===== config.mk =====
export PLATFORM = sky130hd
export DESIGN_NAME = multicycle_controller_flat
export DESIGN_NICKNAME = d
export VERILOG_FILES = /design/src/rtl/multicycle_controller_pkg.sv /design/src/rtl/multicycle_controller_if.sv /design/src/rtl/multicycle_controller_alu_decoder.sv /design/src/rtl/multicycle_controller.sv /design/src/flat_wrapper.sv
export SDC_FILE = /design/constraint.sdc
export NUM_CORES = 1
export LEC_CHECK = 0
export CAP_MARGIN = 5
export CORE_ASPECT_RATIO = 0.6
export CORE_MARGIN = 2
export CORE_UTILIZATION = 42
export DETAILED_ROUTE_END_ITERATION = 16
export GPL_TIMING_DRIVEN = 0
export PLACE_DENSITY = 0.88
export RECOVER_POWER = 25
export SLEW_MARGIN = 40
export SYNTH_ARGS = -nofsm -noshare
export SYNTH_HDL_FRONTEND = slang
export SYNTH_SLANG_ARGS = --single-unit

===== constraint.sdc =====
create_clock -name clk -period 3.2 [get_ports clk]
set_input_delay 0.32 -clock clk [delete_from_list [all_inputs] [get_ports clk]]
set_output_delay 0.32 -clock clk [all_outputs]
set_load 0.02 [all_outputs]

===== src/rtl/multicycle_controller_pkg.sv =====
// Shared types and encodings for the RV32I multicycle sequencer: states, opcodes,
// datapath select codes and ALU operation codes.
package multicycle_controller_pkg;

  typedef enum logic [3:0] {
    S_FETCH, S_DECODE, S_MEMADR, S_MEMREAD, S_MEMWB, S_MEMWRITE, S_EXECR, S_EXECI,
    S_ALUWB, S_BRANCH, S_JAL, S_JALR_ADR, S_JALR_JMP, S_LUI, S_AUIPC
  } state_t;

  typedef enum logic [1:0] {OPC_R, OPC_I, OPC_BR} opclass_t;

  localparam logic [6:0] OP_LOAD   = 7'b0000011;
  localparam logic [6:0] OP_STORE  = 7'b0100011;
  localparam logic [6:0] OP_R      = 7'b0110011;
  localparam logic [6:0] OP_I      = 7'b0010011;
  localparam logic [6:0] OP_BRANCH = 7'b1100011;
  localparam logic [6:0] OP_JAL    = 7'b1101111;
  localparam logic [6:0] OP_JALR   = 7'b1100111;
  localparam logic [6:0] OP_LUI    = 7'b0110111;
  localparam logic [6:0] OP_AUIPC  = 7'b0010111;

  localparam logic [2:0] IMM_NONE = 3'b000;
  localparam logic [2:0] IMM_I    = 3'b001;
  localparam logic [2:0] IMM_U    = 3'b010;
  localparam logic [2:0] IMM_S    = 3'b011;
  localparam logic [2:0] IMM_B    = 3'b100;
  localparam logic [2:0] IMM_J    = 3'b101;

  localparam logic [3:0] ALU_ADD   = 4'd0;
  localparam logic [3:0] ALU_SUB   = 4'd1;
  localparam logic [3:0] ALU_AND   = 4'd2;
  localparam logic [3:0] ALU_OR    = 4'd3;
  localparam logic [3:0] ALU_XOR   = 4'd4;
  localparam logic [3:0] ALU_SLT   = 4'd5;
  localparam logic [3:0] ALU_SLTU  = 4'd6;
  localparam logic [3:0] ALU_SLL   = 4'd7;
  localparam logic [3:0] ALU_SRL   = 4'd8;
  localparam logic [3:0] ALU_SRA   = 4'd9;
  localparam logic [3:0] ALU_PASSB = 4'd10;

  localparam logic [1:0] SRCA_PC    = 2'b00;
  localparam logic [1:0] SRCA_OLDPC = 2'b01;
  localparam logic [1:0] SRCA_RD1   = 2'b10;
  localparam logic [1:0] SRCB_RD2   = 2'b00;
  localparam logic [1:0] SRCB_IMM   = 2'b01;
  localparam logic [1:0] SRCB_FOUR  = 2'b10;
  localparam logic [1:0] RES_ALUOUT = 2'b00;
  localparam logic [1:0] RES_MEM    = 2'b01;
  localparam logic [1:0] RES_ALU    = 2'b10;

  // Even funct3 tests the flag directly, odd funct3 tests its complement.
  function automatic logic branch_taken(input logic [2:0] funct3, input logic zero,
                                        input logic lt);
    return funct3[2] ? (lt ^ funct3[0]) : (zero ^ funct3[0]);
  endfunction

endpackage


===== src/rtl/multicycle_controller_if.sv =====
// Control/status bundle between the sequencer (master) and the shared datapath
// plus memory port (slave).
interface multicycle_controller_if;
  logic [31:0] instr;
  logic        zero;
  logic        lt;
  logic        mem_ack;
  logic        mem_req;
  logic        mem_we;
  logic        adr_src;
  logic        ir_write;
  logic        pc_write;
  logic        reg_write;
  logic [1:0]  alu_src_a;
  logic [1:0]  alu_src_b;
  logic [1:0]  result_src;
  logic [2:0]  imm_src;
  logic [3:0]  alu_ctrl;
  logic        illegal;
  logic        bus_err;

  modport master (
    input  instr, zero, lt, mem_ack,
    output mem_req, mem_we, adr_src, ir_write, pc_write, reg_write,
           alu_src_a, alu_src_b, result_src, imm_src, alu_ctrl, illegal, bus_err
  );

  modport slave (
    output instr, zero, lt, mem_ack,
    input  mem_req, mem_we, adr_src, ir_write, pc_write, reg_write,
           alu_src_a, alu_src_b, result_src, imm_src, alu_ctrl, illegal, bus_err
  );
endinterface


===== src/rtl/multicycle_controller_alu_decoder.sv =====
// Maps instruction class and funct fields to an ALU operation for the
// register, immediate and branch execute states.
module alu_decoder
  import multicycle_controller_pkg::*;
(
  input  opclass_t   opclass,
  input  logic [2:0] funct3,
  input  logic       funct7_5,
  output logic [3:0] alu_ctrl
);

  always_comb begin
    alu_ctrl = ALU_ADD;
    if (opclass == OPC_BR) begin
      // Reserved branch funct3 (01x) falls through to ADD; the FSM flags it.
      case (funct3[2:1])
        2'b00:   alu_ctrl = ALU_SUB;
        2'b10:   alu_ctrl = ALU_SLT;
        2'b11:   alu_ctrl = ALU_SLTU;
        default: alu_ctrl = ALU_ADD;
      endcase
    end else begin
      // ADDI has no SUB form, so bit 30 only matters for R-type at funct3 000.
      case (funct3)
        3'b000:  alu_ctrl = (opclass == OPC_R && funct7_5) ? ALU_SUB : ALU_ADD;
        3'b001:  alu_ctrl = ALU_SLL;
        3'b010:  alu_ctrl = ALU_SLT;
        3'b011:  alu_ctrl = ALU_SLTU;
        3'b100:  alu_ctrl = ALU_XOR;
        3'b101:  alu_ctrl = funct7_5 ? ALU_SRA : ALU_SRL;
        3'b110:  alu_ctrl = ALU_OR;
        default: alu_ctrl = ALU_AND;
      endcase
    end
  end

endmodule


===== src/rtl/multicycle_controller.sv =====
// RV32I multicycle sequencer: steps the shared datapath through fetch, decode,
// execute, memory and writeback, with a watchdog on the memory handshake.
module multicycle_controller
  import multicycle_controller_pkg::*;
#(
  parameter int TIMEOUT = 16
) (
  input logic                     clk,
  input logic                     rst,
  multicycle_controller_if.master bus
);

  localparam int CW = (TIMEOUT > 1) ? $clog2(TIMEOUT) : 1;

  state_t        state, state_nx;
  logic [CW-1:0] wd_cnt;
  logic          waiting, wd_expire;
  logic [6:0]    opcode;
  logic [2:0]    funct3;
  opclass_t      opclass;
  logic [3:0]    dec_alu;
  logic          unused_instr;

  assign opcode       = bus.instr[6:0];
  assign funct3       = bus.instr[14:12];
  assign unused_instr = ^{bus.instr[31], bus.instr[29:15], bus.instr[11:7]};
  assign opclass      = (state == S_EXECR) ? OPC_R : (state == S_BRANCH) ? OPC_BR : OPC_I;

  assign waiting   = state inside {S_FETCH, S_MEMREAD, S_MEMWRITE};
  assign wd_expire = (TIMEOUT != 0) && waiting && !bus.mem_ack &&
                     (wd_cnt == CW'(TIMEOUT - 1));

  alu_decoder u_alu_decoder (
    .opclass  (opclass),
    .funct3   (funct3),
    .funct7_5 (bus.instr[30]),
    .alu_ctrl (dec_alu)
  );

  always_ff @(posedge clk) begin
    if (rst) begin
      state  <= S_FETCH;
      wd_cnt <= '0;
    end else begin
      state <= state_nx;
      // Expiry returns FETCH to itself, so it must clear the count explicitly.
      if (waiting && !bus.mem_ack && !wd_expire && state_nx == state)
        wd_cnt <= wd_cnt + 1'b1;
      else
        wd_cnt <= '0;
    end
  end

  always_comb begin
    state_nx       = state;
    bus.mem_req    = 1'b0;
    bus.mem_we     = 1'b0;
    bus.adr_src    = 1'b0;
    bus.ir_write   = 1'b0;
    bus.pc_write   = 1'b0;
    bus.reg_write  = 1'b0;
    bus.alu_src_a  = SRCA_PC;
    bus.alu_src_b  = SRCB_RD2;
    bus.result_src = RES_ALUOUT;
    bus.imm_src    = IMM_NONE;
    bus.alu_ctrl   = ALU_ADD;
    bus.illegal    = 1'b0;
    bus.bus_err    = 1'b0;

    case (state)
      S_FETCH: begin
        bus.mem_req = 1'b1;
        if (bus.mem_ack) begin
          bus.ir_write   = 1'b1;
          bus.pc_write   = 1'b1;
          bus.alu_src_b  = SRCB_FOUR;
          bus.result_src = RES_ALU;
          state_nx       = S_DECODE;
        end else if (wd_expire) begin
          bus.mem_req = 1'b0;
          bus.bus_err = 1'b1;
        end
      end
      S_DECODE: begin
        // ALUOut captures the branch/jump target while the opcode dispatches.
        bus.alu_src_a = SRCA_OLDPC;
        bus.alu_src_b = SRCB_IMM;
        bus.imm_src   = (opcode == OP_JAL) ? IMM_J : IMM_B;
        case (opcode)
          OP_LOAD, OP_STORE: state_nx = S_MEMADR;
          OP_R:              state_nx = S_EXECR;
          OP_I:              state_nx = S_EXECI;
          OP_BRANCH:         state_nx = S_BRANCH;
          OP_JAL:            state_nx = S_JAL;
          OP_JALR:           state_nx = S_JALR_ADR;
          OP_LUI:            state_nx = S_LUI;
          OP_AUIPC:          state_nx = S_AUIPC;
          default: begin
            bus.illegal = 1'b1;
            state_nx    = S_FETCH;
          end
        endcase
      end
      S_MEMADR: begin
        bus.alu_src_a = SRCA_RD1;
        bus.alu_src_b = SRCB_IMM;
        bus.imm_src   = (opcode == OP_STORE) ? IMM_S : IMM_I;
        state_nx      = (opcode == OP_STORE) ? S_MEMWRITE : S_MEMREAD;
      end
      S_MEMREAD: begin
        bus.mem_req = 1'b1;
        bus.adr_src = 1'b1;
        if (bus.mem_ack) begin
          state_nx = S_MEMWB;
        end else if (wd_expire) begin
          bus.mem_req = 1'b0;
          bus.bus_err = 1'b1;
          state_nx    = S_FETCH;
        end
      end
      S_MEMWB: begin
        bus.result_src = RES_MEM;
        bus.reg_write  = 1'b1;
        state_nx       = S_FETCH;
      end
      S_MEMWRITE: begin
        bus.mem_req = 1'b1;
        bus.mem_we  = 1'b1;
        bus.adr_src = 1'b1;
        if (bus.mem_ack) begin
          state_nx = S_FETCH;
        end else if (wd_expire) begin
          bus.mem_req = 1'b0;
          bus.mem_we  = 1'b0;
          bus.bus_err = 1'b1;
          state_nx    = S_FETCH;
        end
      end
      S_EXECR: begin
        bus.alu_src_a = SRCA_RD1;
        bus.alu_ctrl  = dec_alu;
        state_nx      = S_ALUWB;
      end
      S_EXECI: begin
        bus.alu_src_a = SRCA_RD1;
        bus.alu_src_b = SRCB_IMM;
        bus.imm_src   = IMM_I;
        bus.alu_ctrl  = dec_alu;
        state_nx      = S_ALUWB;
      end
      S_ALUWB: begin
        bus.reg_write = 1'b1;
        state_nx      = S_FETCH;
      end
      S_BRANCH: begin
        bus.alu_src_a = SRCA_RD1;
        bus.alu_ctrl  = dec_alu;
        if (funct3[2:1] == 2'b01) bus.illegal  = 1'b1;
        else                      bus.pc_write = branch_taken(funct3, bus.zero, bus.lt);
        state_nx = S_FETCH;
      end
      S_JAL: begin
        bus.alu_src_a = SRCA_OLDPC;
        bus.alu_src_b = SRCB_FOUR;
        bus.pc_write  = 1'b1;
        state_nx      = S_ALUWB;
      end
      S_JALR_ADR: begin
        bus.alu_src_a = SRCA_RD1;
        bus.alu_src_b = SRCB_IMM;
        bus.imm_src   = IMM_I;
        state_nx      = S_JALR_JMP;
      end
      S_JALR_JMP: begin
        bus.alu_src_a = SRCA_OLDPC;
        bus.alu_src_b = SRCB_FOUR;
        bus.pc_write  = 1'b1;
        state_nx      = S_ALUWB;
      end
      S_LUI: begin
        bus.alu_src_b = SRCB_IMM;
        bus.imm_src   = IMM_U;
        bus.alu_ctrl  = ALU_PASSB;
        state_nx      = S_ALUWB;
      end
      S_AUIPC: begin
        bus.alu_src_a = SRCA_OLDPC;
        bus.alu_src_b = SRCB_IMM;
        bus.imm_src   = IMM_U;
        state_nx      = S_ALUWB;
      end
      default: state_nx = S_FETCH;
    endcase

    // Reset abandons any request in the same cycle.
    if (rst) begin
      bus.mem_req    = 1'b0;
      bus.mem_we     = 1'b0;
      bus.adr_src    = 1'b0;
      bus.ir_write   = 1'b0;
      bus.pc_write   = 1'b0;
      bus.reg_write  = 1'b0;
      bus.alu_src_a  = 2'b00;
      bus.alu_src_b  = 2'b00;
      bus.result_src = 2'b00;
      bus.imm_src    = 3'b000;
      bus.alu_ctrl   = 4'd0;
      bus.illegal    = 1'b0;
      bus.bus_err    = 1'b0;
    end
  end

endmodule

===== src/flat_wrapper.sv =====
// flat-port wrapper written by rule: the top's interface ports become plain ports
module multicycle_controller_flat import multicycle_controller_pkg::*;
#(
  parameter int TIMEOUT = 16
)
  (clk, rst, bus_instr, bus_zero, bus_lt, bus_mem_ack, bus_mem_req, bus_mem_we, bus_adr_src, bus_ir_write, bus_pc_write, bus_reg_write, bus_alu_src_a, bus_alu_src_b, bus_result_src, bus_imm_src, bus_alu_ctrl, bus_illegal, bus_bus_err);
  multicycle_controller_if bus_i ();
  input logic clk;
  input logic rst;
  input wire logic [$bits(bus_i.instr)-1:0] bus_instr;
  input wire logic [$bits(bus_i.zero)-1:0] bus_zero;
  input wire logic [$bits(bus_i.lt)-1:0] bus_lt;
  input wire logic [$bits(bus_i.mem_ack)-1:0] bus_mem_ack;
  output wire logic [$bits(bus_i.mem_req)-1:0] bus_mem_req;
  output wire logic [$bits(bus_i.mem_we)-1:0] bus_mem_we;
  output wire logic [$bits(bus_i.adr_src)-1:0] bus_adr_src;
  output wire logic [$bits(bus_i.ir_write)-1:0] bus_ir_write;
  output wire logic [$bits(bus_i.pc_write)-1:0] bus_pc_write;
  output wire logic [$bits(bus_i.reg_write)-1:0] bus_reg_write;
  output wire logic [$bits(bus_i.alu_src_a)-1:0] bus_alu_src_a;
  output wire logic [$bits(bus_i.alu_src_b)-1:0] bus_alu_src_b;
  output wire logic [$bits(bus_i.result_src)-1:0] bus_result_src;
  output wire logic [$bits(bus_i.imm_src)-1:0] bus_imm_src;
  output wire logic [$bits(bus_i.alu_ctrl)-1:0] bus_alu_ctrl;
  output wire logic [$bits(bus_i.illegal)-1:0] bus_illegal;
  output wire logic [$bits(bus_i.bus_err)-1:0] bus_bus_err;
  assign bus_i.instr = bus_instr;
  assign bus_i.zero = bus_zero;
  assign bus_i.lt = bus_lt;
  assign bus_i.mem_ack = bus_mem_ack;
  assign bus_mem_req = bus_i.mem_req;
  assign bus_mem_we = bus_i.mem_we;
  assign bus_adr_src = bus_i.adr_src;
  assign bus_ir_write = bus_i.ir_write;
  assign bus_pc_write = bus_i.pc_write;
  assign bus_reg_write = bus_i.reg_write;
  assign bus_alu_src_a = bus_i.alu_src_a;
  assign bus_alu_src_b = bus_i.alu_src_b;
  assign bus_result_src = bus_i.result_src;
  assign bus_imm_src = bus_i.imm_src;
  assign bus_alu_ctrl = bus_i.alu_ctrl;
  assign bus_illegal = bus_i.illegal;
  assign bus_bus_err = bus_i.bus_err;
  multicycle_controller #(.TIMEOUT(TIMEOUT)) u_core (.clk(clk), .rst(rst), .bus(bus_i));
endmodule

==> flow_metrics.env <==
export IMPL_worst_r2r_startpoint="u_core.state[1]"
export IMPL_clk_pin_slew_worst_setup_hold_paths_ps=40
export IMPL_fillCellCount=235
export IMPL_yosysTopAreaCell="sky130_fd_sc_hd__dfxtp_1"
export IMPL_routabilityCongestion=0.9114
export IMPL_critPathSlowestCell="sky130_fd_sc_hd__clkdlybuf4s50_1"
export IMPL_dieWidth_um=68.89
export IMPL_yosys_area_top_type_share_pct=15.09
export IMPL_cap_violations=0
export IMPL_timing_worst_setup_path_type="reg2out"
export IMPL_drt_iter0_markers=129
export IMPL_slew_limit_headroom_pct=59.55
export IMPL_result_of_the_run="finished clean"
export IMPL_grt_overflow=0
export IMPL_p_leak_nw=0.4939
export IMPL_netlist_instances=151
export IMPL_diodes=0
export IMPL_fmax_ghz=0.3388
export IMPL_timing_max_transition_violations_final=0
export IMPL_min_period_over_period_pct=92.23
export IMPL_ys_seq_elements=8
export IMPL_vias=1357
export IMPL_die_h_um=42.93
export IMPL_grt_pass1_vias=1196
export IMPL_min_delay_path_class="reg2reg"
export IMPL_worst_endpoint_arrival_ps=2630
export IMPL_synth_warning_count=0
export IMPL_post_route_cells_drive_above_1_share_pct=7.447
export IMPL_highest_ir_drop_seen_on_vdd_uv=226.6
export IMPL_starting_utilization_of_the_core_area_pct=43.27
export IMPL_layout_area_overhead_vs_synth_pct=39.27
export IMPL_synth_yosys_seq_area_share_pct=15.09
export IMPL_crit_path_max_incr_delay_ps=610
export IMPL_cts_sink_count=8
export IMPL_layout_setup_ws_ps=248.7
export IMPL_path_common_cell="sky130_fd_sc_hd__clkbuf_1"
export IMPL_clk_insertion_delay_late_ps=230
export IMPL_syn_nets=189
export IMPL_synth_lib_cells_used_distinct=51
export IMPL_worst_margin_pin_slew_ps=601.7
export IMPL_netlist_area_um2=1061
export IMPL_dominantRegCellSynth="sky130_fd_sc_hd__dfxtp_1"
export IMPL_drt_wl_total_um=3429
export IMPL_cp_top_family="buffers and inverters"
export IMPL_critical_path_startpoint_type="flop"
export IMPL_setup_viol=0
export IMPL_detail_route_wl_per_cell_um=15.59
export IMPL_period_needed_ps=2951
export IMPL_number_of_buffers_inserted_by_port_buffering=34
export IMPL_post_synth_main_area_contributors="sky130_fd_sc_hd__dfxtp_1 (15%), sky130_fd_sc_hd__nor2_1 (5.3%), sky130_fd_sc_hd__a21oi_1 (4.7%), sky130_fd_sc_hd__o21ai_0 (4.7%), sky130_fd_sc_hd__nand2b_1 (4.1%)"
export IMPL_globalRouteTotalUtil_pct=24.03
export IMPL_dp_slack_ps=318.3
export IMPL_grt_first_pass_wirelength_um=5485
export IMPL_layout_nets=228
export IMPL_rows=14
export IMPL_synth_area_per_cell_um2=7.027
export IMPL_grt_antenna_before_repair=0
export IMPL_post_cts_resize_count=0
export IMPL_detailedPlacementHpwl_um=2653
export IMPL_critical_path_buf_inv_count=3
export IMPL_totalNegativeSetupSlack_ps=0
export IMPL_holdBufCountCts=0
export IMPL_vias_per_cell=6.168
export IMPL_tritoncts="built"
export IMPL_crit_chain="clkbuf_1 -> clkbuf_1 -> a21oi_1 -> a311oi_2 -> o21a_1 -> clkdlybuf4s50_1"
export IMPL_final_setup_skew_ps=4.033
export IMPL_drt_pass1_iter_count=5
export IMPL_ctsRootBufferMaster="sky130_fd_sc_hd__clkbuf_8"
export IMPL_synth_async_sr_flop_share_pct=0
export IMPL_cts_htree_levels=1
export IMPL_die_area_um2=2957
export IMPL_number_of_enable_flip_flop_cells_after_synthesis=0
export IMPL_pwr_density_cell_nw_per_um2=226.4
export IMPL_floorplan_core_area_um2=2452
export IMPL_crit_start="u_core.state[1]"
export IMPL_end_kind="output pin"
export IMPL_grt_max_degree=11
export IMPL_synthTopCellsByCount="sky130_fd_sc_hd__nor2_1 (15), sky130_fd_sc_hd__a21oi_1 (10), sky130_fd_sc_hd__o21ai_0 (10)"
export IMPL_critical_path_peak_fanout=10
export IMPL_drc=0
export IMPL_rsz0062_at_grt="no"
export IMPL_tritoncts_num_buffers=3
export IMPL_ioPinCount=58
export IMPL_clock_path_buffers=2
export IMPL_cts_setup_buffers=0
export IMPL_antenna_violating_nets_post_route=0
export IMPL_most_repeated_cell_in_the_gate_level_netlist_after_synthesis="sky130_fd_sc_hd__nor2_1"
export IMPL_wp_data_required_ps=2880
export IMPL_worstHoldStart="u_core.wd_cnt[0]"
export IMPL_hold_viol_final=0
final timing paths:
| path | endpoint | slack, ps | cells after the start |
|---|---|---|---|
| max | bus_imm_src[1] | 250 | 6 |
| min | u_core.wd_cnt[0] | 480 | 1 |
| max reg2reg | u_core.state[2] | 1280 | 5 |
| min reg2reg | u_core.wd_cnt[0] | 480 | 1 |
registers in the layout, indices dropped and copies added (netlist names):
| register | flops |
|---|---|
| u_core.state | 4 |
| u_core.wd_cnt | 4 |
where the power goes:
group	internal, W	switching (W)
clock	0.0000811	0.0000351
combinational	0.0000506	0.0000625
sequential	0.000103	0.00000263
metal layers:
metal / GRT usage [%] / share of wire (%)
met1: 32.91 / 43
met2: 38.85 / 45
met3: 4.775 / 11
met4: 5.098 / 1.4
met5: 0 / 0
cells by family (layout without fill, tap and decap cells):
kind of cell	count (synthesis)	after routing	share of synthesized area (%)
and+or+nand+nor	72	72	39.98
AOI/OAI and AO/OA	44	44	28.30
buffers and inverters	18	55	8.136
xor gates and xnor gates	8	8	7.312
DFF	8	8	15.09
adders and majority gates	1	1	1.179
cell usage in the layout, fill, tap and decap left out, drive strengths merged, types with 6 or more instances in the layout:
| cell | Yosys | layout |
|---|---|---|
| dfxtp | 8 | 8 |
| clkdlybuf4s50 | 0 | 34 |
| a21oi | 10 | 10 |
| nand2b | 7 | 7 |
| nand3 | 7 | 7 |
| inv | 6 | 6 |
| nand2 | 9 | 9 |
| o21ai | 11 | 11 |
| nor2 | 16 | 16 |
| clkbuf | 6 | 11 |
worst reg2reg max path, delay by kind of cell, from the launching register on:
family	cells	cell delay, ps
flip-flops	1	300
AND/OR/NAND/NOR	3	990
buffers and inverters	1	200
AO/OA/AOI/OAI	1	320
metrics by stage:
step	hold slack (ps)	power (W)	cells	utilization (%)	instance area, um2
floorplan	417.9	0.0001680	151	-	1061
global placement	427.5	0.0002134	217	58.78	1441
detailed placement	479.6	0.0002183	217	58.78	1441
CTS	445.0	0.0003360	220	60.46	1483
global route	513.7	0.0003533	220	60.26	1478
finish	484.2	0.0003346	220	60.26	1478
area by class of cell:
| type | count | area [um2] | area share, % |
|---|---|---|---|
| Timing Repair Buffer | 34 | 340.3 | 23.03 |
| Clock buffer | 3 | 41.29 | 2.794 |
| Sequential cell | 8 | 160.2 | 10.84 |
| Buffer | 12 | 62.56 | 4.234 |
| Inverter | 6 | 22.52 | 1.524 |
| Tap cell | 32 | 40.04 | 2.710 |
| Multi-Input combinational cell | 125 | 810.8 | 54.87 |
Power figures use the tool's default switching activity.
